--- config.mk ---
export PLATFORM = sky130hd
export DESIGN_NAME = prng_gauss_gen
export DESIGN_NICKNAME = d
export VERILOG_FILES = /design/src/rtl/prng_pkg.sv /design/src/rtl/galois_lfsr_lane.sv /design/src/rtl/prng_gauss_gen.sv
export SDC_FILE = /design/constraint.sdc
export NUM_CORES = 1
export LEC_CHECK = 0
export ABC_CLOCK_PERIOD_IN_PS = 6900
export CORE_ASPECT_RATIO = 0.75
export CORE_MARGIN = 2
export CORE_UTILIZATION = 45
export DETAILED_ROUTE_END_ITERATION = 10
export PLACE_DENSITY = 0.57
export SLEW_MARGIN = 30
export SYNTH_ARGS = -nofsm -noshare
export SYNTH_HDL_FRONTEND = slang
export SYNTH_HIERARCHICAL = 1
export SYNTH_SLANG_ARGS = --single-unit
--- constraint.sdc ---
create_clock -name clk -period 6.9 [get_ports clk]
set_input_delay 1.38 -clock clk [delete_from_list [all_inputs] [get_ports clk]]
set_output_delay 1.38 -clock clk [all_outputs]
set_load 0.03 [all_outputs]
--- src/rtl/prng_pkg.sv ---
// Shared constants, mode encoding and seed helpers for the Gaussian/uniform PRNG.
package prng_pkg;
  localparam logic [7:0] DEF_TAPS        = 8'h8E;
  localparam logic [7:0] DEF_SEED_BASE   = 8'hBD;
  localparam logic [7:0] DEF_SEED_STRIDE = 8'h5B;

  typedef enum logic {
    MODE_UNIFORM = 1'b0,
    MODE_GAUSS   = 1'b1
  } mode_e;

  function automatic int clog2(input int v);
    int r;
    for (r = 0; (64'd1 << r) < 64'(v); r++) begin
    end
    return r;
  endfunction

  // Lane k seed = base ^ (k*stride) truncated to w bits; zero is never a legal seed.
  function automatic logic [63:0] derive_seed(input logic [63:0] base,
                                              input logic [63:0] stride,
                                              input int k, input int w);
    logic [63:0] mask, s;
    mask = ~64'd0 >> (64 - w);
    s    = (base ^ (stride * 64'(k))) & mask;
    if (s == 64'd0) s = 64'd1;
    return s;
  endfunction
endpackage

--- src/rtl/galois_lfsr_lane.sv ---
// One Galois LFSR lane with load and stall; zero-state repair when PRNG_LOCKUP_GUARD_EN is defined.
module galois_lfsr_lane
  import prng_pkg::*;
#(
  parameter int               WIDTH    = 8,
  parameter logic [WIDTH-1:0] TAPS     = WIDTH'(DEF_TAPS),
  parameter logic [WIDTH-1:0] RST_SEED = WIDTH'(1)
) (
  input  logic             clk,
  input  logic             rst,
  input  logic             load,
  input  logic [WIDTH-1:0] load_value,
  input  logic             step,
  output logic [WIDTH-1:0] state,
  output logic             zero_fix
);
  logic [WIDTH-1:0] state_q, nxt;

  assign nxt   = (state_q >> 1) ^ (state_q[0] ? TAPS : '0);
  assign state = state_q;

`ifdef PRNG_LOCKUP_GUARD_EN
  assign zero_fix = (state_q == '0);
`else
  assign zero_fix = 1'b0;
`endif

  // Repair outranks stepping so a stalled lane still escapes the zero state.
  always_ff @(posedge clk) begin
    if (rst)           state_q <= RST_SEED;
    else if (load)     state_q <= load_value;
    else if (zero_fix) state_q <= WIDTH'(1);
    else if (step)     state_q <= nxt;
  end
endmodule

--- src/rtl/prng_gauss_gen.sv ---
// Multi-lane Galois PRNG: uniform (lane 0 raw) or binomial sum of lane popcounts, 2-stage stallable output.
// Lockup repair and sticky lockup flag exist only when PRNG_LOCKUP_GUARD_EN is defined.
module prng_gauss_gen
  import prng_pkg::*;
#(
  parameter int               WIDTH       = 8,
  parameter int               CHANNELS    = 8,
  parameter logic [WIDTH-1:0] TAPS        = WIDTH'(DEF_TAPS),
  parameter logic [WIDTH-1:0] SEED_BASE   = WIDTH'(DEF_SEED_BASE),
  parameter logic [WIDTH-1:0] SEED_STRIDE = WIDTH'(DEF_SEED_STRIDE),
  localparam int SUM_W = clog2(CHANNELS*WIDTH + 1),
  localparam int OUT_W = (WIDTH > SUM_W) ? WIDTH : SUM_W
) (
  input  logic             clk,
  input  logic             rst,
  input  logic             mode,
  input  logic             seed_load,
  input  logic [WIDTH-1:0] seed_value,
  output logic [OUT_W-1:0] out_data,
  output logic             out_valid,
  input  logic             out_ready,
  output logic             lockup
);
  localparam int PW = clog2(WIDTH + 1);

  logic [CHANNELS-1:0][WIDTH-1:0] lane_state;
  logic [CHANNELS-1:0][WIDTH-1:0] lane_seed;
  logic [CHANNELS-1:0][PW-1:0]    lane_pop;
  logic [CHANNELS-1:0]            lane_fix;

  logic                        adv, step;
  logic [WIDTH-1:0]            s1_raw;
  logic [CHANNELS-1:0][PW-1:0] s1_pop;
  mode_e                       s1_mode;
  logic                        v1;
  logic [OUT_W-1:0]            pop_sum;

  assign adv  = !out_valid || out_ready;
  assign step = adv && !seed_load;

  for (genvar k = 0; k < CHANNELS; k++) begin : g_lane
    localparam logic [WIDTH-1:0] RST_SEED =
      WIDTH'(derive_seed(64'(SEED_BASE), 64'(SEED_STRIDE), k, WIDTH));

    assign lane_seed[k] = WIDTH'(derive_seed(64'(seed_value), 64'(SEED_STRIDE), k, WIDTH));

    galois_lfsr_lane #(
      .WIDTH    (WIDTH),
      .TAPS     (TAPS),
      .RST_SEED (RST_SEED)
    ) u_lane (
      .clk        (clk),
      .rst        (rst),
      .load       (seed_load),
      .load_value (lane_seed[k]),
      .step       (step),
      .state      (lane_state[k]),
      .zero_fix   (lane_fix[k])
    );

    always_comb begin
      lane_pop[k] = '0;
      for (int i = 0; i < WIDTH; i++) lane_pop[k] = lane_pop[k] + PW'(lane_state[k][i]);
    end
  end

  // Accumulator is OUT_W wide, which covers CHANNELS*WIDTH, so the sum cannot wrap.
  always_comb begin
    pop_sum = '0;
    for (int k = 0; k < CHANNELS; k++) pop_sum = pop_sum + OUT_W'(s1_pop[k]);
  end

  always_ff @(posedge clk) begin
    if (rst) begin
      v1        <= 1'b0;
      s1_raw    <= '0;
      s1_pop    <= '0;
      s1_mode   <= MODE_UNIFORM;
      out_valid <= 1'b0;
      out_data  <= '0;
    end else if (seed_load) begin
      v1        <= 1'b0;
      out_valid <= 1'b0;
    end else if (adv) begin
      v1        <= 1'b1;
      s1_raw    <= lane_state[0];
      s1_pop    <= lane_pop;
      s1_mode   <= mode_e'(mode);
      out_valid <= v1;
      out_data  <= (s1_mode == MODE_GAUSS) ? pop_sum : OUT_W'(s1_raw);
    end
  end

  // lane_fix is constant 0 without the guard, so this collapses to a tied-off flag.
  always_ff @(posedge clk) begin
    if (rst || seed_load) lockup <= 1'b0;
    else if (|lane_fix)   lockup <= 1'b1;
  end
endmodule

==> flow_metrics.env <==
export IMPL_regArea_sq_um=2320
export IMPL_synth_top_cell_area_share=0.292
export IMPL_maxCapViolCount=0
export IMPL_hold_class="flip-flop to flip-flop"
export IMPL_maxSlewViolCount=0
export IMPL_drc=0
export IMPL_critPathKind="flip-flop to flip-flop"
export IMPL_place_gp_congestion=0.811
export IMPL_ir_drop_mv=0.155
export IMPL_final_setup_skew_ps=6.04
export IMPL_final_nets=929
export IMPL_setup_viol=0
export IMPL_worst_slew_pin_slew_ps=983
export IMPL_synth_area_sq_um=7960
export IMPL_path_clk_slew_ps=50
export IMPL_power_leakage_nw=3.83
export IMPL_drt_first_pass_iters=4
export IMPL_core_area_sq_um=17500
export IMPL_start_util=0.455
export IMPL_hpwl_microns=11700
export IMPL_die_area_sq_um=18800
export IMPL_grt_usage=0.197
export IMPL_timing_hold_ws_ps=452
export IMPL_critPathRequiredTime_ps=7160
export IMPL_syn_to_final_growth_pct=8.63
export IMPL_htreeDepth=4
export IMPL_fin_crit_sh=0.587
export IMPL_async_flop_share=0
export IMPL_drtIter0Drc=331
export IMPL_cts_root_buf="clkbuf_16"
export IMPL_synth_common_cells="inv_1, dfxtp_1, nand2_1"
export IMPL_relSlewSlack=0.336
export IMPL_fillers=1647
export IMPL_rows=42
export IMPL_grt_pass1_wl_microns=28700
export IMPL_synth_edf_count=0
export IMPL_status="finished, final reports clean"
export IMPL_antenna_found_initial=0
export IMPL_powerDensity_nw_per_um2=332
export IMPL_die_w_microns=158
export IMPL_pre_cts_ws_ps=2420
export IMPL_postCtsSetupBuffers=0
export IMPL_grt_max_degree=89
export IMPL_io_pins=23
export IMPL_fin_setup_tns_ps=0
export IMPL_ys_top_cells_by_area="dfxtp_1, fa_1, inv_1"
export IMPL_syn_inst=881
export IMPL_cts_resized=0
export IMPL_cts_made_buffers=17
export IMPL_ctsHoldBuffers=0
export IMPL_antenna_left=0
export IMPL_cts_sinks=116
export IMPL_hold_viol_final=0
export IMPL_cts_path_max_buffers=2
export IMPL_antenna_cells=0
export IMPL_die_h_microns=119
export IMPL_synth_ff_type="dfxtp_1"
export IMPL_finalPower_mw=2.87
export IMPL_dpl_cell_count=1053
export IMPL_instances_no_fill=1084
export IMPL_wire_per_inst_microns=15.9
export IMPL_crit_arrival_ps=4310
export IMPL_wl_microns=17200
export IMPL_final_util=0.494
export IMPL_fin_ws_ps=2850
export IMPL_clock_latency_ps=410
export IMPL_yosysSeqAreaShare=0.292
export IMPL_ys_types=50
export IMPL_vias=5616
export IMPL_rsz0062_at_grt="false"
export IMPL_fmax_ghz=0.247
export IMPL_stdcell_area_sq_um=8650
export IMPL_grt_pass1_vias=5760
export IMPL_place_area_sq_um=7920
export IMPL_multi_input_area_sq_um=4460
export IMPL_ys_seq_elements=116
export IMPL_crit_fanout=2
export IMPL_port_buffers=22
export IMPL_ys_warn_count=6
export IMPL_yosysMostFrequentCell="inv_1"
export IMPL_syn_nets=980
export IMPL_critPathLaunchType="flip-flop"
export IMPL_min_period_ps=4050
export IMPL_grt_overflow=0
export IMPL_layout_drive_gt1_share=0.0855
export IMPL_tritoncts="built"
export IMPL_avgSynthCellArea_sq_um=9.04
export IMPL_synth_largest_area_cell="dfxtp_1"
export IMPL_avgViaCountPerCell=5.18
export IMPL_worst_setup_path_end_kind="flip-flop"
[layer usage]
metal,track usage,up-vias,part of all wire
met5,0,-,0
met3,0.0415,15,0.046
met4,0.0608,0,0.012
li1,-,2724,-
met2,0.310,110,0.45
met1,0.273,2767,0.49
[sequential cells by signal, indices dropped and copies added (netlist names)]
signal,count
g_lane.u_lane/state,64
s1_mode,1
out_valid,1
out_data,8
v1,1
s1_raw,8
lockup,1
s1_pop,32
[where the power goes]
| group | internal [mW] | leakage [nW] | switching, mW | total, mW |
|---|---|---|---|---|
| Combinational | 0.421 | 2.51 | 0.544 | 0.965 |
| Sequential | 0.747 | 0.961 | 0.0617 | 0.809 |
| Clock | 0.787 | 0.356 | 0.313 | 1.10 |
[logic make-up (layout without fill, tap and decap cells)]
kind of cell / after synthesis / count (layout) / share of synthesized area
buf+inv: 251 / 212 / 0.149
fa+ha+maj: 86 / 86 / 0.187
compound gates: 136 / 136 / 0.122
simple gates: 207 / 207 / 0.155
mux: 44 / 44 / 0.0553
xor+xnor: 33 / 33 / 0.0363
flops: 116 / 116 / 0.292
other cells: 8 / 8 / 0.00377
[layout by cell type (no fill, tap or decap), drive strengths merged, types with 2 or more instances in the layout]
cell,netlist,routed
bufinv,0,8
nand2,69,69
o41ai,6,6
o221ai,6,6
o21ai,3,3
a211oi,45,45
a21o,9,9
ha,31,31
nor2b,21,21
and3b,5,5
or3b,2,2
nor4b,5,5
xor2,12,12
nor3b,41,41
nor2,23,23
nand4,3,3
dfxtp,116,116
a21oi,58,58
or4b,6,6
a211o,5,5
nor3,4,4
conb,8,8
clkdlybuf4s50,0,20
clkbuf,47,22
nand3,10,10
inv,156,156
buf,48,5
fa,55,55
mux2i,44,44
xnor2,21,21
nor4,13,13
[path summary, 6_finish.rpt]
path                               start                  endpoint  slack (ps)  cells past startpoint
setup / recovery  s1_pop[3]$_SDFFE_PP0P_  out_data[5]$_SDFFE_PP0P_        2850                     13
hold / removal    s1_pop[3]$_SDFFE_PP0P_    s1_pop[3]$_SDFFE_PP0P_         450                      2
setup reg to reg  s1_pop[3]$_SDFFE_PP0P_  out_data[5]$_SDFFE_PP0P_        2850                     13
hold reg to reg   s1_pop[3]$_SDFFE_PP0P_    s1_pop[3]$_SDFFE_PP0P_         450                      2
[worst max-delay path, stage by stage, from the launching register on]
cell and delay (ps):
dfxtp_1 320, inv_1 60, fa_1 530, inv_1 60, fa_1 510, fa_1 560, inv_1 60, fa_1 590
inv_1 60, ha_1 280, and3_1 150, or3_1 340, a311oi_1 310, nor3_2 70
[cell type report]
class                      count  area share
clock buffer                  22      0.0560
sequential                   116       0.268
inverter                     156      0.0680
multi-input combinational    514       0.515
timing repair buffer          25      0.0289
tap                          242      0.0350
clock inverter                 9      0.0284
(Power assumes the default switching activity.)
